`src/rtl/qpu_exu_moitf_pkg.sv`:
```
// qpu_exu_moitf_pkg: shared QPU defines and MOITF configuration defaults.
`ifndef QPU_QUBIT_NUM
`define QPU_QUBIT_NUM 4
`endif
`ifndef QPU_MOITF_DEPTH
`define QPU_MOITF_DEPTH 4
`endif
`ifndef QPU_MOITF_TIMEOUT_CYC
`define QPU_MOITF_TIMEOUT_CYC 1023
`endif

package qpu_exu_moitf_pkg;
  localparam int MOITF_QUBIT_NUM   = `QPU_QUBIT_NUM;
  localparam int MOITF_DEPTH       = `QPU_MOITF_DEPTH;
  localparam int MOITF_TIMEOUT_CYC = `QPU_MOITF_TIMEOUT_CYC;
  function automatic logic moitf_is_pow2(input int n);
    return (n >= 2) && ((n & (n - 1)) == 0);
  endfunction
endpackage

```
`src/rtl/qpu_moitf_entry.sv`:
```
// qpu_moitf_entry: one MOITF slot holding valid bit, original qubit list and pending mask.
module qpu_moitf_entry #(
  parameter int QUBIT_NUM = 4
) (
  input  logic                 clk,
  input  logic                 rst,
  input  logic                 clr_i,
  input  logic                 alloc_i,
  input  logic [QUBIT_NUM-1:0] qlist_i,
  input  logic                 mres_valid_i,
  input  logic [QUBIT_NUM-1:0] mres_qubit_i,
  input  logic                 ret_i,
  output logic                 vld_o,
  output logic [QUBIT_NUM-1:0] qlist_o,
  output logic [QUBIT_NUM-1:0] pend_o
);
  logic                 vld_q, vld_d;
  logic [QUBIT_NUM-1:0] qlist_q, qlist_d, pend_q, pend_d;
  // a result only clears entries that were already valid before this edge
  always_comb begin
    vld_d   = clr_i ? 1'b0 : alloc_i ? 1'b1 : ret_i ? 1'b0 : vld_q;
    qlist_d = (alloc_i && !clr_i) ? qlist_i : qlist_q;
    pend_d  = clr_i ? '0 : alloc_i ? qlist_i : ret_i ? '0 :
              (mres_valid_i && vld_q) ? (pend_q & ~mres_qubit_i) : pend_q;
  end
  always_ff @(posedge clk) begin
    if (rst) begin
      vld_q   <= 1'b0;
      qlist_q <= '0;
      pend_q  <= '0;
    end else begin
      vld_q   <= vld_d;
      qlist_q <= qlist_d;
      pend_q  <= pend_d;
    end
  end
  assign vld_o   = vld_q;
  assign qlist_o = qlist_q;
  assign pend_o  = pend_q;
endmodule

```
`src/rtl/qpu_exu_moitf.sv`:
```
// qpu_exu_moitf: in-order measurement outstanding-instruction FIFO with per-qubit pending tracking.
// QPU_MOITF_TIMEOUT_EN adds the head-age watchdog; QPU_MOITF_ASSERT_EN enables protocol checks.
module qpu_exu_moitf
  import qpu_exu_moitf_pkg::*;
#(
  parameter int DEPTH       = MOITF_DEPTH,
  parameter int QUBIT_NUM   = MOITF_QUBIT_NUM,
  parameter int PTR_W       = $clog2(DEPTH),
  parameter int TIMEOUT_CYC = MOITF_TIMEOUT_CYC
) (
  input  logic                 clk,
  input  logic                 rst,
  input  logic                 flush,
  input  logic                 disp_moitf_ena,
  output logic                 disp_moitf_ready,
  input  logic                 disp_oitf_qfren,
  input  logic [QUBIT_NUM-1:0] disp_oitf_qubitlist,
  output logic                 oitfqf_match_dispql,
  input  logic                 mres_valid,
  input  logic [QUBIT_NUM-1:0] mres_qubit,
  output logic                 moitf_ret_valid,
  output logic [QUBIT_NUM-1:0] moitf_ret_qubitlist,
  output logic [QUBIT_NUM-1:0] moitf_busy_vec,
  output logic                 moitf_empty,
  output logic                 moitf_timeout
);
  logic [PTR_W-1:0]     wptr_q, wptr_d, rptr_q, rptr_d;
  logic [PTR_W:0]       cnt_q, cnt_d;
  logic [DEPTH-1:0]     vld;
  logic [QUBIT_NUM-1:0] qlist [DEPTH];
  logic [QUBIT_NUM-1:0] pend  [DEPTH];
  logic                 alloc, ret, force_ret;
  if (!moitf_is_pow2(DEPTH) || TIMEOUT_CYC < 1) begin : g_bad_cfg
    $error("qpu_exu_moitf: DEPTH must be a power of two >= 2 and TIMEOUT_CYC >= 1");
  end
  for (genvar i = 0; i < DEPTH; i++) begin : g_ent
    qpu_moitf_entry #(.QUBIT_NUM(QUBIT_NUM)) u_ent (
      .clk          (clk),
      .rst          (rst),
      .clr_i        (flush),
      .alloc_i      (alloc && wptr_q == PTR_W'(i)),
      .qlist_i      (disp_oitf_qubitlist),
      .mres_valid_i (mres_valid),
      .mres_qubit_i (mres_qubit),
      .ret_i        (ret && rptr_q == PTR_W'(i)),
      .vld_o        (vld[i]),
      .qlist_o      (qlist[i]),
      .pend_o       (pend[i])
    );
  end
  assign disp_moitf_ready    = cnt_q != (PTR_W+1)'(DEPTH);
  assign moitf_empty         = cnt_q == '0;
  assign alloc               = disp_moitf_ena && disp_moitf_ready;
  // reset and flush discard entries silently, so no retire pulse in those cycles
  assign ret                 = vld[rptr_q] && (pend[rptr_q] == '0 || force_ret) && !flush && !rst;
  assign moitf_ret_valid     = ret;
  assign moitf_ret_qubitlist = qlist[rptr_q];
  assign oitfqf_match_dispql = disp_oitf_qfren && |(disp_oitf_qubitlist & moitf_busy_vec);
  always_comb begin
    moitf_busy_vec = '0;
    for (int i = 0; i < DEPTH; i++) moitf_busy_vec = moitf_busy_vec | (vld[i] ? pend[i] : '0);
  end
  always_comb begin
    wptr_d = flush ? '0 : wptr_q + PTR_W'(alloc);
    rptr_d = flush ? '0 : rptr_q + PTR_W'(ret);
    cnt_d  = flush ? '0 : cnt_q + (PTR_W+1)'(alloc) - (PTR_W+1)'(ret);
  end
  always_ff @(posedge clk) begin
    if (rst) begin
      wptr_q <= '0;
      rptr_q <= '0;
      cnt_q  <= '0;
    end else begin
      wptr_q <= wptr_d;
      rptr_q <= rptr_d;
      cnt_q  <= cnt_d;
    end
  end
`ifdef QPU_MOITF_TIMEOUT_EN
  localparam int AGE_W = $clog2(TIMEOUT_CYC + 1);
  logic [AGE_W-1:0] age_q, age_d;
  logic             timeout_q;
  assign force_ret = vld[rptr_q] && age_q == AGE_W'(TIMEOUT_CYC);
  assign age_d     = (flush || ret || (alloc && moitf_empty)) ? '0 :
                     (vld[rptr_q] && !force_ret) ? age_q + 1'b1 : age_q;
  always_ff @(posedge clk) begin
    if (rst) begin
      age_q     <= '0;
      timeout_q <= 1'b0;
    end else begin
      age_q     <= age_d;
      timeout_q <= timeout_q || (ret && force_ret && pend[rptr_q] != '0);
    end
  end
  assign moitf_timeout = timeout_q;
`else
  assign force_ret     = 1'b0;
  assign moitf_timeout = 1'b0;
`endif
`ifdef QPU_MOITF_ASSERT_EN
  always_ff @(posedge clk) begin
    if (!rst && !flush) begin
      assert (!(disp_moitf_ena && !disp_moitf_ready)) else $error("moitf: alloc while full");
      assert (!mres_valid || (mres_qubit & ~moitf_busy_vec) == '0) else $error("moitf: result for non-pending qubit");
    end
  end
`endif
endmodule

```
`config.mk`:
```
export PLATFORM = sky130hd
export DESIGN_NAME = qpu_exu_moitf
export DESIGN_NICKNAME = d
export VERILOG_FILES = /design/src/rtl/qpu_exu_moitf_pkg.sv /design/src/rtl/qpu_moitf_entry.sv /design/src/rtl/qpu_exu_moitf.sv
export SDC_FILE = /design/constraint.sdc
export NUM_CORES = 1
export LEC_CHECK = 0
export CORE_MARGIN = 2
export CORE_UTILIZATION = 55
export DETAILED_ROUTE_END_ITERATION = 12
export GPL_TIMING_DRIVEN = 0
export HOLD_SLACK_MARGIN = 0.12
export MAX_ROUTING_LAYER = met4
export PLACE_DENSITY_LB_ADDON = 0.08
export SKIP_LAST_GASP = 1
export SLEW_MARGIN = 20
export SYNTH_ARGS = -nofsm -noshare
export SYNTH_HDL_FRONTEND = slang
export SYNTH_SLANG_ARGS = --single-unit
```
`constraint.sdc`:
```
create_clock -name clk -period 2.8 [get_ports clk]
set_clock_uncertainty 0.05 [all_clocks]
set_input_delay 0.42 -clock clk [delete_from_list [all_inputs] [get_ports clk]]
set_output_delay 0.42 -clock clk [all_outputs]
set_load 0.02 [all_outputs]
```
==> impl_metrics.toml <==
[final_layout]
final_nets = 275
final_cells = 305
multi_input_area_sq_mm = 0.00113
num_antenna_cells = 0
nFillCells = 302
drive_above_1_share_pct = 14.4
ff_latch_area_sq_um = 861
utilization_pct = 69.1
syn_to_final_growth_pct = 19.7

[drt]
wire_per_inst_um = 16.7
dr.pass1.iters = 5
drc_errors = 0
vias = 1850
via_per_inst = 6.07
dr.first_iter.drc_count = 164
ant_nets = 0
wl_um = 5100

[power_and_ir_drop]
vdd_drop_max_uv = 358
power.density_mw_per_mm2 = 494
p_leak_nw = 0.879

[grt]
use_met1_pct = 32.9
grt_pass1_vias = 1713
grt_util_all_layers_pct = 26.3
grt_busiest_layer = "met2"
use_met3_pct = 6.98
grt_pass1_wl_um = 8360
met2_usage_pct = 41.3
grt_start_max_net_pins = 14
overflow = 0
antenna_found_initial = 0

[yosys]
yosysUniqueCellTypes = 46
async_flop_share_pct = 0
avgSynthCellArea_sq_um = 9.29
synth_edf_count = 0
synth_nets = 248
syn-cell-area_sq_mm = 0.00213
synth_top_flop_cell = "dfxtp_1"
ys_seq_elements = 43
synth_commonest_cells = "dfxtp_1, nand3_1, nand3b_1, o21ai_0, o22ai_1"
ys_seq_area_share_pct = 40.4
synth_top_area_cell = "dfxtp_1"
yosysTopAreaCellShare_pct = 40.4
syn-instance-count = 229
yosysMostFrequentCell = "dfxtp_1"
ys_warn_count = 0
synth_area_leaders = "dfxtp_1, nand3_1, nand3b_1"

[clocking]
clock_path_buffers = 2
clk_latency_ns = 0.30
root_buffer = "clkbuf_8"
clkSlewWorstSetupHoldPaths_ns = 0.08
cts_tree = "done"
cts_sinks = 43
h-tree-depth = 2
numCtsBuffers = 5

[setup_path]
crit_required_ns = 2.33
start_kind = "flop"
path_max_fanout = 10
worstSetupEndpointType = "output pin"
crit_type = "flop to output pin"
r2r_slack_ns = 0.15
cp_data_arrival_time_ns = 2.21

[sta]
hold_viol = 0
worstMarginPinSlew_ns = 0.562
period_share_pct = 95.6
drv_slew = 0
setup_viol = 0
tns_ns = 0
relSlewSlack_pct = 62.6
grt_setup_unrepaired = "false"
fmax_mhz = 373
min_period_ns = 2.68

[status]
outcome = "complete, no violations"

[placed_design]
gp_congestion = 0.924
hpwl_um = 3650
io_buffers = 23
dp_cells = 300

[floorplan]
rows = 22
initial_core_util_pct = 57.7
die_h_um = 66.2
io_pins = 27
die_x_um = 66.2
die_area_sq_mm = 0.00438
core_sq_mm = 0.00369

[flow_run]
cap_violations = 0

[min_path]
hold_class = "flop to flop"
[layout make-up]
class | instances | share of cell area, %
Clock inverter | 2 | 1.38
Clock buffer | 6 | 3.24
Multi-Input combinational cell | 160 | 44.5
Inverter | 5 | 0.737
Timing Repair Buffer | 24 | 9.28
Sequential cell | 43 | 33.8
Tap cell | 48 | 2.36
Buffer | 17 | 4.76
[worst max-delay path: stages (launching register included)]
cell and delay, ns:
dfxtp_1 0.31, clkbuf_1 0.33, a22oi_1 0.20, nand2_1 0.15, a22oi_1 0.11, a21boi_0 0.18, clkdlybuf4s50_1 0.64
[power breakdown]
part / internal, mW / total (mW) / switching [mW]
clock: 0.289 / 0.505 / 0.216
sequential: 0.621 / 0.632 / 0.0102
combinational: 0.0567 / 0.123 / 0.0660
[registers in the layout, indices dropped and copies added (netlist names)]
signal	cells
g_ent.u_ent.vld_o	4
g_ent.u_ent.pend_o	16
rptr_q	2
wptr_q	2
cnt_q	3
g_ent.u_ent.qlist_o	16
[cells in the final DEF, fill, tap and decap left out, types with 2 or more instances in the layout]
master            n
nand3_1          35
nand2_1           7
o21ai_0          15
buf_4             3
o22ai_2           2
nand4_2           2
and2_1            3
clkbuf_8          7
xnor2_1           3
a31oi_1           2
mux4_2            4
clkdlybuf4s50_1  22
and4b_4           2
a21oi_1           4
inv_1             5
ha_1              4
o22ai_1          13
nor3_1            3
a22oi_1          10
dfxtp_1          43
nand2b_1          4
buf_6             5
nand3b_1         16
nor2_1           10
clkbuf_1          7
o21ai_1           2
[final timing paths]
kind,start,to,cells after the start
worst max-delay path,g_ent[1].u_ent.vld_o,oitfqf_match_dispql,6
worst min-delay path,g_ent[1].u_ent.qlist_o[2],g_ent[1].u_ent.qlist_o[2],2
worst max register to register,g_ent[3].u_ent.pend_o[3],cnt_q[2],12
worst min register to register,g_ent[1].u_ent.qlist_o[2],g_ent[1].u_ent.qlist_o[2],2
[kinds of logic (layout without fill, tap and decap cells)]
kind of cell | Yosys count | in the layout | share of synthesized area [%]
compound gates | 52 | 52 | 15.6
xor+xnor | 4 | 4 | 1.65
mux | 4 | 4 | 4.23
other cells | 1 | 1 | 0.176
buf+inv | 26 | 54 | 7.11
fa+ha+maj | 5 | 5 | 3.29
simple gates | 94 | 94 | 27.5
flops | 43 | 43 | 40.4
[stage by stage]
step                instance area (sq um)  total power [mW]  hold slack, ns  worst slack, ns
floorplan                            2140             0.717           0.400           0.0522
global placement                     2430             0.766           0.411           -0.422
detailed placement                   2430             0.767           0.421           -0.481
CTS                                  2550              1.27           0.439           0.0915
global route                         2550              1.31           0.459         0.000508
finish                               2550              1.26           0.443            0.122
[per-layer routing]
layer	part of all wire, %	up-vias
li1	-	897
met1	42	867
met2	49	78
met3	7.0	8
met4	1.5	0
met5	0	-
[timing repair]
action                                 in CTS  in global routing
setup endpoints to repair                   2                  2
hold buffers                                0                  0
pin swaps                                   1                  1
resized for setup                           2                  5
setup buffers                               1                  0
endpoints found under the hold margin       0                  0
Power figures use the tool's default switching activity.
